### src/rtl/io_input_periph.sv
// io_input_periph: memory-mapped switch/button input block with synchronizers, debounce, sticky press events and IRQ.
module io_input_periph #(
    parameter int DEBOUNCE_CYCLES = 16,
    parameter int CNT_W           = 20,
    parameter bit BTN_ACTIVE_LOW  = 1'b1
) (
    input  logic        i_clk,
    input  logic        i_rst,
    input  logic [31:0] i_io_sw,
    input  logic [3:0]  i_io_btn,
    input  logic        i_sel,
    input  logic [3:0]  i_addr,
    input  logic        i_wren,
    input  logic [31:0] i_wdata,
    output logic [31:0] o_rdata,
    output logic        o_irq
);
    localparam logic [3:0] BTN_IDLE = BTN_ACTIVE_LOW ? 4'hF : 4'h0;

    logic [31:0] sw_meta, sw_sync;
    logic [3:0]  btn_meta, btn_sync, pressed, level, rise, clr, ev, irq_en;
    logic        we, unused_bits;

    // Button flops reset to the released level so reset never looks like a press.
    always_ff @(posedge i_clk) begin
        if (i_rst) begin
            sw_meta  <= '0;
            sw_sync  <= '0;
            btn_meta <= BTN_IDLE;
            btn_sync <= BTN_IDLE;
        end else begin
            sw_meta  <= i_io_sw;
            sw_sync  <= sw_meta;
            btn_meta <= i_io_btn;
            btn_sync <= btn_meta;
        end
    end

    assign pressed = btn_sync ^ BTN_IDLE;

    for (genvar b = 0; b < 4; b++) begin : g_btn
        logic [CNT_W-1:0] cnt;
        logic             lvl, hit, done;
        assign hit      = pressed[b] != lvl;
        assign done     = hit && (cnt == CNT_W'(DEBOUNCE_CYCLES - 1));
        assign level[b] = lvl;
        assign rise[b]  = done & ~lvl;
        always_ff @(posedge i_clk) begin
            if (i_rst) begin
                cnt <= '0;
                lvl <= 1'b0;
            end else begin
                cnt <= (hit && !done) ? cnt + 1'b1 : '0;
                if (done) lvl <= ~lvl;
            end
        end
    end

    assign we  = i_sel & i_wren;
    assign clr = (we && i_addr[3:2] == 2'd2) ? i_wdata[3:0] : 4'h0;

    // Set is OR-ed in after the clear so a same-edge press survives the W1C.
    always_ff @(posedge i_clk) begin
        if (i_rst) begin
            ev     <= '0;
            irq_en <= '0;
        end else begin
            ev <= (ev & ~clr) | rise;
            if (we && i_addr[3:2] == 2'd3) irq_en <= i_wdata[3:0];
        end
    end

    assign o_irq       = |(ev & irq_en);
    assign unused_bits = ^{i_addr[1:0], i_wdata[31:4]};

    always_comb begin
        o_rdata = !i_sel              ? 32'h0 :
                  i_addr[3:2] == 2'd0 ? sw_sync :
                  i_addr[3:2] == 2'd1 ? {28'h0, level} :
                  i_addr[3:2] == 2'd2 ? {28'h0, ev} :
                                        {28'h0, irq_en};
    end
endmodule

### config.mk
export PLATFORM = sky130hd
export DESIGN_NAME = io_input_periph
export DESIGN_NICKNAME = d
export VERILOG_FILES = /design/src/rtl/io_input_periph.sv
export SDC_FILE = /design/constraint.sdc
export NUM_CORES = 1
export LEC_CHECK = 0
export ABC_AREA = 0
export BUFFER_PORTS_ARGS = -buffer_cell sky130_fd_sc_hd__buf_4
export CORE_ASPECT_RATIO = 1.1
export CORE_UTILIZATION = 36
export CTS_BUF_LIST = sky130_fd_sc_hd__clkbuf_4 sky130_fd_sc_hd__clkbuf_8
export DETAILED_ROUTE_END_ITERATION = 10
export PLACE_DENSITY = 0.65
export SETUP_SLACK_MARGIN = 0.5
export SLEW_MARGIN = 20
export SYNTH_ARGS = -nofsm -noshare
export SYNTH_HDL_FRONTEND = slang
export SYNTH_SLANG_ARGS = --single-unit
### constraint.sdc
create_clock -name i_clk -period 3.8 [get_ports i_clk]
set_clock_uncertainty 0.05 [all_clocks]
set_input_delay 0.19 -clock i_clk [delete_from_list [all_inputs] [get_ports i_clk]]
set_output_delay 0.19 -clock i_clk [all_outputs]
set_load 0.01 [all_outputs]
# == Yosys cells after proc, flatten, opt, wreduce, memory -nomap -nowiden ==
# Cells that the tools add are included.
# word_totals
register_bits,164
latchBits,0
mem_bits_rw,0
rom_bits,0
input_bits,76
output_inout_bits,33
wordCells,72
memories,0
# classes
addsub,4
n_mul,0
div_mod_pow,0
order_cmp,0
eq_ne,11
shift,0
mux,5
bitwise,18
reduce_logical,20
# op_table
operator,n
$add 20x1->20 const B,4
$eq 20x4->1 const B,4
$mux 32,2
$mux 4,3
$logic_and 1x1->1,10
$and 4x4->4,2
$not 1->1,8
$not 4->4,2
$reduce_or 2->1,4
$and 1x1->1,5
$eq 2x2->1 const B,2
$logic_not 1->1,4
$ne 1x1->1,4
$or 4x4->4,1
$reduce_or 4->1,1
$eq 2x1->1 const B,1
$logic_not 2->1,1

# == Longest topological paths before layout ==
# Gate-level depths: netlist (run 1).
# logic_depth
depth_word,7
mapped_depth,7
mapped_depth_nobuf,5

# == Worst setup path after synthesis (run 1) ==
# No wires, ideal clock.
# synth_timing
path_kind,register -> register
startpoint,register g_btn[0].cnt[5]
endpoint,register g_btn[0].cnt[12]
setup_ns,0.115
arrival_time_ns,1.607
required_time_ns,3.635
path_slack_ns,2.029
path_stages_with_launch,7
path_buffers,2
period_less_slack_ns,1.771
path_cell_list,dfxtp_1 or4_1 nor3_2 a211o_1 buf_4 buf_4 nor2_1
# synth_via
elab_chain_cells,6
elab_cells_between_ends,7
cone_classes,1 x add/sub; 1 x eq/ne; 1 x bitwise; 4 x reduce/logical
# synth_rtl
item,line_no,source
start: declaration,42,logic [CNT_W-1:0] cnt;
start signal: assignment,53,cnt <= (hit && !done) ? cnt + 1'b1 : '0;
branches (longest 6 deep; another with $add 20x1->20),n/a,
# Several ways; the timed one is not identified.
# A chain may end at the register's enable or synchronous reset.

# == Final worst setup path (run 1) ==
# layout_timing
startpoint,register g_btn[2].cnt[15]
endpoint,register g_btn[2].cnt[8]
# layout_via
elab_chain_cells,6
# layout_rtl
item,line_no,source
start: declaration,42,
start signal: assignment,53,
$eq 20x4->1,45,assign done = hit && (cnt == CNT_W'(DEBOUNCE_CYCLES - 1));
$logic_and 1x1->1,45,
$logic_not 1->1,53,
$logic_and 1x1->1,53,
$not 1->1 (no source line),n/a,
$reduce_or 2->1 (no source line),n/a,
# No other way between the ends.

==> metrics.md, run 1 <==
| Metric | Value |
|---|---|
| Status | `finished clean` |
| Total global routing overflow | `0` |
| Gpl congestion | `about 0.73` |
| FF-to-FF path depth | `4` |
| Post-Layout Cell Count | `1030` |
| Critical Path End Type | `flip-flop` |
| Wire length of the first global-routing pass | `20380 um` |
| Clock latency at the later pin of the worst-skew pair | `roughly 0.44 ns` |
| P_sw | `~0.70 mW` |
| Final ANT Viol Nets | `0` |
| Number of I/O pins | `around 110` |
| Share of cells above drive strength 1 | `0.1746` |
| Clock share of power | `0.368` |
| CTS buffer count | `17` |
| Mean Syn Cell Area | `approximately 9.6 um2` |
| IO buf count | `78` |
| Root buf cell | `clkbuf_8` |
| Internal power | `~2.3 mW` |
| Setup TNS Final | `0 ns` |
| Largest net degree at the start of global routing | `just under 60` |
| Max-slew headroom | `0.5573` |
| Worst VDD drop | `between 200 and 300 uV` |
| Max clock buf depth | `2` |
| Reg power frac | `0.584` |
| CTS tree | `yes` |
| Cell area after synthesis | `~6400 um2` |
| Ant. Diodes | `0` |
| Overall die area | `approximately 18000 um2` |
| Setup CP Type | `reg2reg` |
| Final count of hold timing violations | `0` |
| Final Slew Violations | `0` |
| Worst R2R Start | `g_btn[2].cnt[15]` |
| Core footprint | `17200 um2` |
| Detailed Place HPWL | `about 8100 um` |
| Final net count | `863` |
| Combinational cell fraction of total power | `0.048` |
| Cells after synthesis | `between 600 and 700` |
| LEAKAGE | `a little under 3 nW` |
| Achievable Freq | `approximately 460 MHz` |
| Starting density of the core | `0.3720` |
| Die X | `~130 um` |
| Area of the multi-input gates | `2957 um2` |
| Switching Fraction | `0.2328` |
| Internal reg-to-reg setup slack | `1.62 ns` |
| Vias in the first global route | `~4.5k` |
| Final Cycle Share | `0.5749` |
| Htree depth | `4` |
| CTS sink cnt | `164` |
| FF+latch count, synth | `between 150 and 200` |
| Dominant synthesized flop cell | `dfxtp_1` |
| Initial DRT Pass Iterations | `4` |
| # DRC | `0` |
| Wire per inst | `between 10 and 15 um` |
| Number of enable flip-flop cells after synthesis | `0` |
| Fin crit period | `roughly 2.2 ns` |
| FP Rows | `50` |
| Syn_nets | `approximately 750` |
| Hold depth | `2` |
| RSZ-0062 raised after global routing | `false` |
| Via count | `between 4k and 5k` |
| GR Util All Layers | `0.1403` |
| Crit-path max FO | `20` |
| Netlist cell types | `44` |
| Hold Crit Class | `in2reg` |
| Required @ worst endpoint | `between 4 and 5 ns` |
| RR Endpoint | `g_btn[2].cnt[8]` |
| Synthesis-to-layout area growth | `24.05%` |
| Startpoint types | `flip-flop` |
| Clock Pin Slew Worst Setup and Hold Paths | `approximately 0.08 ns` |
| Die Y-Extent | `between 100 and 150 um` |
| Max cap viols | `0` |
| Register area share after synthesis | `0.5130` |
| Yosys warns | `0` |
| Worst endpoint data arrival time | `~2.5 ns` |
| Hold endpoint | `irq_en[1]` |
| 1st-iter DRT viols | `around 160` |
| P per Cell Area | `around 380 nW/um2` |
| Worst slew pin tran | `roughly 0.66 ns` |
| DR vias/cell | `4.650` |
| FF+latch area | `3283 um2` |
| Final setup fails | `0` |
| Final WL | `roughly 12000 um` |
| Dpl cells | `roughly 960` |
| Fill count | `about 1.7k` |
| Ys async rst share | `0` |
| Startpoint of the worst hold path | `i_rst` |
| Initial antenna violation count | `0` |
[how the worst max path moves through the flow]
stage                      from               end  slack, ns  cells after the start
3_5_place_dp   g_btn[2].cnt[15]  g_btn[2].cnt[10]       1.59                      4
6_report       g_btn[2].cnt[15]   g_btn[2].cnt[8]       1.62                      4
3_3_place_gp   g_btn[2].cnt[15]   g_btn[2].cnt[3]       1.60                      4
5_1_grt         g_btn[2].cnt[0]   g_btn[2].cnt[4]       1.38                      5
4_1_cts        g_btn[2].cnt[15]  g_btn[2].cnt[10]       1.57                      4
2_1_floorplan   g_btn[0].cnt[5]  g_btn[0].cnt[12]       2.03                      6
[logic make-up after synthesis]
logic type                 synth area share
buffers and inverters               0.02580
muxes                               0.02346
xor gates and xnor gates            0.08622
and+or+nand+nor                      0.3052
DFF                                  0.5130
AOI/OAI and AO/OA                   0.03851
adders and majority gates          0.007820
[synth_stat cells, types with 2 or more instances]
master / count / area, um2
dfxtp_1: 164 / 3283
nor2_1: 96 / 360.4
nor2b_1: 64 / 400.4
xnor2_1: 44 / 385.4
and2_1: 32 / 200.2
nand2_1: 26 / 97.59
nand3_1: 19 / 95.09
nand4_1: 19 / 118.9
nor3_1: 19 / 95.09
xor2_1: 19 / 166.4
nor4_1: 17 / 106.4
clkbuf_1: 15 / 56.30
inv_1: 15 / 56.30
or4_1: 14 / 105.1
a21oi_1: 12 / 60.06
and3_1: 9 / 56.30
o21ai_0: 9 / 45.04
or2_2: 8 / 50.05
or3_1: 7 / 43.79
mux2i_1: 6 / 60.06
buf_2: 5 / 25.02
a211o_1: 4 / 35.03
a32oi_1: 4 / 35.03
and4_1: 4 / 35.03
ha_1: 4 / 50.05
mux4_2: 4 / 90.09
buf_4: 3 / 22.52
nand4_4: 3 / 63.81
nor3_2: 3 / 30.03
or4_4: 3 / 33.78
a21oi_2: 2 / 17.52
a22oi_1: 2 / 15.01
nand4b_1: 2 / 17.52
[metal layers]
metal	wire, um	vias to the layer above	track usage
li1	-	2496	-
met1	5681	2216	0.1717
met2	5924	65	0.2303
met3	400	12	0.04299
met4	171	0	0.05139
met5	0	-	0
[cell type report]
type                            instances  share of cell area
Clock inverter                         14             0.01277
Multi-Input combinational cell        465              0.3724
Sequential cell                       164              0.4136
Timing Repair Buffer                  120              0.1261
Inverter                               15            0.007092
Clock buffer                           18             0.03121
Tap cell                              234             0.03688
[cells in the final DEF, fill, tap and decap left out, types with 2 or more instances in the layout]
| cell type | instances |
|---|---|
| a211o_1 | 4 |
| a21oi_1 | 12 |
| a21oi_2 | 2 |
| a22oi_1 | 2 |
| a32oi_1 | 4 |
| and2_1 | 32 |
| and3_1 | 9 |
| and4_1 | 4 |
| buf_4 | 80 |
| clkbuf_8 | 18 |
| clkinv_2 | 5 |
| clkinv_4 | 2 |
| clkinvlp_4 | 2 |
| dfxtp_1 | 164 |
| dlygate4sd3_1 | 40 |
| ha_1 | 4 |
| inv_1 | 15 |
| inv_6 | 5 |
| mux2i_1 | 6 |
| mux4_2 | 4 |
| nand2_1 | 26 |
| nand3_1 | 19 |
| nand4_1 | 19 |
| nand4_4 | 3 |
| nand4b_1 | 2 |
| nor2_1 | 96 |
| nor2b_1 | 64 |
| nor3_1 | 19 |
| nor3_2 | 3 |
| nor4_1 | 17 |
| o21ai_0 | 9 |
| or2_2 | 8 |
| or3_1 | 7 |
| or4_1 | 14 |
| or4_4 | 3 |
| xnor2_1 | 44 |
| xor2_1 | 19 |
[power by group through the flow]
stage | Clock [mW] | Combinational, mW | Sequential [mW]
5_1_grt | 1.23 | 0.159 | 1.77
6_report | 1.11 | 0.145 | 1.76
3_5_place_dp | 0 | 0.112 | 1.80
4_1_cts | 1.16 | 0.147 | 1.76
2_1_floorplan | 0 | 0.0594 | 1.80
3_3_place_gp | 0 | 0.110 | 1.80
[metrics by stage]
step	util	instance area, um2	setup slack [ns]	power (mW)	hold WS [ns]
CTS	0.4615	7939	1.573	3.071	0.05637
finish	0.4615	7939	1.615	3.020	0.08411
global route	0.4615	7939	1.376	3.156	0.06578
floorplan	-	6400	2.029	1.861	0.2438
detailed placement	0.4179	7189	1.592	1.916	0.3282
global placement	0.4179	7189	1.597	1.914	0.3242
[sequential cells by signal, indices dropped and copies added, names as in the netlist]
register	count
g_btn.lvl	4
sw_sync	32
irq_en	4
g_btn.cnt	80
ev	4
btn_sync	4
sw_meta	32
btn_meta	4
[what timing repair did]
action	CTS	global route
setup endpoints to repair	0	0
endpoints found under the hold margin	42	0
hold buffers	40	0
gates resized for setup	0	0
buffers inserted	0	0
[worst max-delay path: stages (launching register included)]
cell and delay (ns):
dfxtp_1 0.37, or4_2 0.69, nor3_2 0.23, a211o_1 0.60, nor2_1 0.11
Note: power is estimated with default switching activity, not from simulation.
==> run 2: changes to the inputs <==
- clock period: 3.8 -> 2.2 ns (I/O delays scaled with it)
==> metrics.md, run 2 (same netlist as run 1, synthesis figures left out) <==
| Metric | Value |
|---|---|
| # DRC | `0` |
| Max FFs per register | `80` |
| Startpoint types | `flip-flop` |
| Setup TNS Final | `0 ns` |
| Gpl congestion | `~0.76` |
| CTS buffer count | `17` |
| Largest net degree at the start of global routing | `between 60 and 70` |
| Clock latency at the later pin of the worst-skew pair | `between 0.4 and 0.5 ns` |
| Detailed Place HPWL | `around 8400 um` |
| Max cap viols | `0` |
| IO buf count | `between 70 and 80` |
| Most common cell after layout, fill and taps aside | `buf_4` |
| P per Cell Area | `625.7 nW/um2` |
| CTS tree | `yes` |
| Crit-path max FO | `5` |
| Reg with most FFs | `g_btn.cnt` |
| Fin util | `0.5287` |
| Die X | `about 130 um` |
| Die Y-Extent | `between 100 and 150 um` |
| DR vias/cell | `approximately 4.7` |
| Most frequent cells in the layout | `116 x buf_4, 106 x dfxtp_1, 81 x nor2_1` |
| Root buf cell | `clkbuf_8` |
| Clock share of power | `0.416` |
| Overall die area | `18320 um2` |
| Final Cycle Share | `0.8130` |
| Fill count | `roughly 1.5k` |
| Max-slew headroom | `0.6208` |
| Total global routing overflow | `0` |
| Switching Fraction | `0.2237` |
| CTS sink cnt | `approximately 160` |
| Via count | `~5.1k` |
| Achievable Freq | `between 500 and 600 MHz` |
| Final WL | `between 10000 and 15000 um` |
| 1st-iter DRT viols | `206` |
| RSZ-0062 raised after global routing | `true` |
| Final ANT Viol Nets | `0` |
| Wire length of the first global-routing pass | `roughly 22000 um` |
| Clock Pin Slew Worst Setup and Hold Paths | `around 0.09 ns` |
| Dpl cells | `969` |
| Status | `finished clean` |
| Worst endpoint data arrival time | `~2.1 ns` |
| FP Rows | `50` |
| Final Cell Area | `around 9100 um2` |
| Internal power | `roughly 4.4 mW` |
| Placed inst area | `7302 um2` |
| Share of cells above drive strength 1 | `0.3555` |
| Worst VDD drop | `approximately 350 uV` |
| LEAKAGE | `approximately 3.4 nW` |
| Final count of hold timing violations | `0` |
| Ant. Diodes | `0` |
| Final Slew Violations | `0` |
| Initial DRT Pass Iterations | `4` |
| Reg power frac | `0.532` |
| Combinational cell fraction of total power | `0.052` |
| Wire per inst | `13.17 um` |
| Required @ worst endpoint | `between 2 and 3 ns` |
| Setup CP Type | `reg2reg` |
| Fin crit period | `roughly 1.8 ns` |
| Starting density of the core | `0.3720` |
| Top flop regs | `g_btn.cnt: 80 flops, sw_meta: 32 flops, sw_sync: 32 flops` |
| Worst slew pin tran | `roughly 0.57 ns` |
| Post-Layout Cell Count | `about 1.1k` |
| Hold Crit Class | `in2reg` |
| P_sw | `between 1 and 1.5 mW` |
| Initial antenna violation count | `0` |
| Number of I/O pins | `109` |
| Critical Path End Type | `flip-flop` |
| GR Util All Layers | `0.1537` |
| Core footprint | `about 17000 um2` |
| Final net count | `between 900 and 1k` |
| Htree depth | `4` |
| Vias in the first global route | `4749` |
| Synthesis-to-layout area growth | `42.13%` |
| Final setup fails | `0` |
| Max clock buf depth | `2` |
-- run 2: final timing paths --
check,startpoint,to,slack [ns],cells past startpoint
max,g_btn[0].cnt[6],g_btn[0].cnt[7],0.41,6
min,i_wren,ev[1],0.20,5
max reg2reg,g_btn[0].cnt[6],g_btn[0].cnt[7],0.41,6
min reg2reg,btn_meta[2],btn_sync[2],0.36,1
-- run 2: metal layers --
metal,share of wire,up-vias,track usage
met4,0.015,0,0.06192
met5,0,-,0
met3,0.036,21,0.03733
li1,-,2626,-
met2,0.51,85,0.2609
met1,0.44,2416,0.1853
-- run 2: power by group through the flow --
stage	Combinational, mW	Clock, mW	Sequential, mW
after global routing	0.321	2.54	3.04
after detailed placement	0.199	0	3.12
final	0.297	2.37	3.03
after floorplan	0.105	0	3.11
after CTS	0.278	2.42	3.04
after global placement	0.196	0	3.11
-- run 2: cell type report --
class	instances	area, um2	share of cell area
Clock buffer	20	269.0	0.02957
Clock inverter	12	167.7	0.01843
Inverter	15	56.30	0.006190
Multi-Input combinational cell	465	3254	0.3578
Sequential cell	164	3391	0.3728
Tap cell	234	292.8	0.03219
Timing Repair Buffer	182	1665	0.1831
-- run 2: metrics by stage --
stage                     hold WS [ns]  worst slack (ns)  total power [mW]
after global placement          0.2486            0.3492             3.311
after detailed placement        0.2492            0.3332             3.314
after CTS                       0.1706            0.4460             5.737
final                           0.2035            0.4114             5.692
after global routing            0.2096            0.3485             5.900
after floorplan                 0.1638            0.5005             3.216
-- run 2: worst max-delay path, cell delays in order (launching register included) --
cell,delay [ns]
dfxtp_4,0.36
or4_4,0.52
nor3_4,0.23
a211o_1,0.21
buf_6,0.14
clkbuf_16,0.14
nor2_1,0.04
-- run 2: repair_timing --
item                                    4_1_cts  5_1_grt
endpoints found under the setup margin       82       84
pin swaps                                    14       21
gates resized for setup                      80       74
gates cloned                                  1        7
hold endpoints to repair                     47        0
hold buffers                                 47        0
buffers inserted                             22       14
==> run 3: changes to the inputs <==
- clock period: 2.2 -> 1.7 ns (I/O delays scaled with it)
==> metrics.md, run 3 (same netlist as run 1, synthesis figures left out) <==
| Metric | Value |
|---|---|
| Synthesis-to-layout area growth | `54.10%` |
| Number of I/O pins | `~110` |
| Internal reg-to-reg setup slack | `-0.005 ns` |
| P per Cell Area | `roughly 700 nW/um2` |
| Most frequent cells in the layout | `116 x buf_4, 98 x dfxtp_1, 64 x nor2b_1` |
| Critical path cell sequence | `nand4_1 -> or4_4 -> or3_4 -> a21oi_2` |
| FF-to-FF path depth | `4` |
| Worst endpoint data arrival time | `between 2 and 2.5 ns` |
| LEAKAGE | `3.719 nW` |
| Wire length of the first global-routing pass | `between 20000 and 25000 um` |
| Gate family responsible for the most delay along the worst path | `simple AND/OR/NAND/NOR gates` |
| Crit path from | `g_btn[1].cnt[12]` |
| Initial antenna violation count | `0` |
| Status | `finished with violations` |
| Most common cell after layout, fill and taps aside | `buf_4` |
| GR Util All Layers | `0.1570` |
| Die Y-Extent | `around 140 um` |
| Fill count | `between 1k and 1.5k` |
| Setup CP Type | `reg2reg` |
| Initial DRT Pass Iterations | `4` |
| Startpoint of the worst hold path | `i_rst` |
| Detailed Place HPWL | `~9000 um` |
| Hold endpoint | `sw_meta[10]` |
| Overall die area | `18320 um2` |
| Final Slew Violations | `0` |
| Violated checks | `setup timing` |
| Final Cycle Share | `1.003` |
| Fin crit period | `around 1.7 ns` |
| Core footprint | `17200 um2` |
| Via count | `around 5.4k` |
| 1st-iter DRT viols | `198` |
| Top flop regs | `g_btn.cnt: 80 flops, sw_meta: 32 flops, sw_sync: 32 flops` |
| Largest net degree at the start of global routing | `56` |
| Worst slack at placement | `-0.001339 ns` |
| Wire per inst | `13.53 um` |
| Final setup fails | `1` |
| Final count of hold timing violations | `0` |
| Starting density of the core | `0.3720` |
| Max clock buf depth | `2` |
| # DRC | `0` |
| Worst Path Buf+Inv | `0` |
| Startpoint types | `flip-flop` |
| Gpl congestion | `about 0.81` |
| CTS buffer count | `17` |
| DR vias/cell | `around 4.8` |
| Worst slew pin tran | `0.5057 ns` |
| Final ANT Viol Nets | `0` |
| Hold Crit Class | `in2reg` |
| Max cap viols | `0` |
| IO buf count | `approximately 80` |
| RSZ-0062 raised after global routing | `true` |
| Share of cells above drive strength 1 | `0.4682` |
| Vias in the first global route | `roughly 5k` |
| Clock Pin Slew Worst Setup and Hold Paths | `0.10 ns` |
| Max FFs per register | `80` |
| Ant. Diodes | `0` |
| Total global routing overflow | `0` |
| Reg with most FFs | `g_btn.cnt` |
| Final net count | `964` |
| Root buf cell | `clkbuf_8` |
| Clock latency at the later pin of the worst-skew pair | `approximately 0.46 ns` |
| CTS sink cnt | `~160` |
| Slowest cell on the critical path | `or4_4` |
| Fin util | `0.5732` |
| Final WL | `between 15000 and 20000 um` |
| Critical Path End Type | `flip-flop` |
| FP Rows | `50` |
| Htree depth | `4` |
| Die X | `roughly 130 um` |
| Worst R2R Start | `g_btn[1].cnt[12]` |
| Critical path's largest stage delay | `0.58 ns` |
| RR Endpoint | `g_btn[1].cnt[19]` |
| Achievable Freq | `a little under 600 MHz` |
| Hold depth | `3` |
| Worst VDD drop | `around 450 uV` |
| Worst Slack Setup Final | `-0.005471 ns` |
| Crit-path max FO | `5` |
| Required @ worst endpoint | `between 2 and 2.5 ns` |
| CTS tree | `yes` |
| Max-slew headroom | `0.6618` |
[run 3: cell count changes in the layout (fill, tap and decap cells not counted), moves of 7 or more]
cell,change
and2_1,-27
and2_4,+27
buf_6,+33
dfxtp_1,-8
dfxtp_2,+7
nor2_1,-25
nor2_2,+7
nor2_4,+18
[run 3: area by class of cell]
class	count	area, um2	share of cell area
tap	234	292.8	0.02969
clock buffer	17	234.0	0.02372
timing repair buffer	221	2135	0.2164
multi-input combinational	465	3585	0.3635
inverter	15	56.30	0.005709
clock inverter	15	156.4	0.01586
sequential	164	3403	0.3451
[run 3: worst max path at each step]
stage	to	slack (ns)	depth (start not counted)
floorplan	g_btn[0].cnt[17]	0.02	4
global placement	g_btn[0].cnt[19]	0.03	4
detailed placement	g_btn[0].cnt[19]	-0.001	4
CTS	o_rdata[1]	-0.008	3
global route	g_btn[0].cnt[19]	-0.04	4
finish	g_btn[1].cnt[19]	-0.005	4
[run 3: per-stage QoR]
stage / hold WS, ns / instances / TNS [ns] / cell area (um2) / power (mW)
after floorplan: 0.1388 / 668 / 0 / 6550 / 4.165
after global placement: 0.2225 / 1016 / 0 / 7777 / 4.296
after detailed placement: 0.2251 / 1016 / -0.001339 / 7777 / 4.302
after CTS: 0.07558 / 1109 / -0.008048 / 9075 / 7.120
after global routing: 0.1055 / 1131 / -0.5808 / 9862 / 7.364
final: 0.1137 / 1131 / -0.005471 / 9862 / 7.069
[run 3: per-layer routing]
| metal | track usage | part of all wire | vias to the layer above |
|---|---|---|---|
| li1 | - | - | 2706 |
| met1 | 0.1834 | 0.42 | 2573 |
| met2 | 0.2745 | 0.53 | 79 |
| met3 | 0.04412 | 0.037 | 24 |
| met5 | 0 | 0 | - |
| met4 | 0.05077 | 0.017 | 0 |
[run 3: timing repair]
action,CTS,global route
hold endpoints to repair,49,0
setup buffers,13,11
pin swaps,22,28
hold buffers,48,0
gates resized for setup,99,151
setup endpoints to repair,102,121
cloned,0,11
[run 3: report_power, final]
part | leakage, nW | switching (mW) | total [mW] | internal, mW
logic | 2.15 | 0.166 | 0.430 | 0.264
clock network | 0.198 | 1.61 | 2.71 | 1.10
registers | 1.37 | 0.0251 | 3.92 | 3.90
total | 3.72 | 1.80 | 7.07 | 5.27
[run 3: worst register-to-register path: stages (launching register included)]
cell	delay [ns]
dfxtp_4	0.38
nand4_1	0.10
or4_4	0.58
or3_4	0.39
a21oi_2	0.15
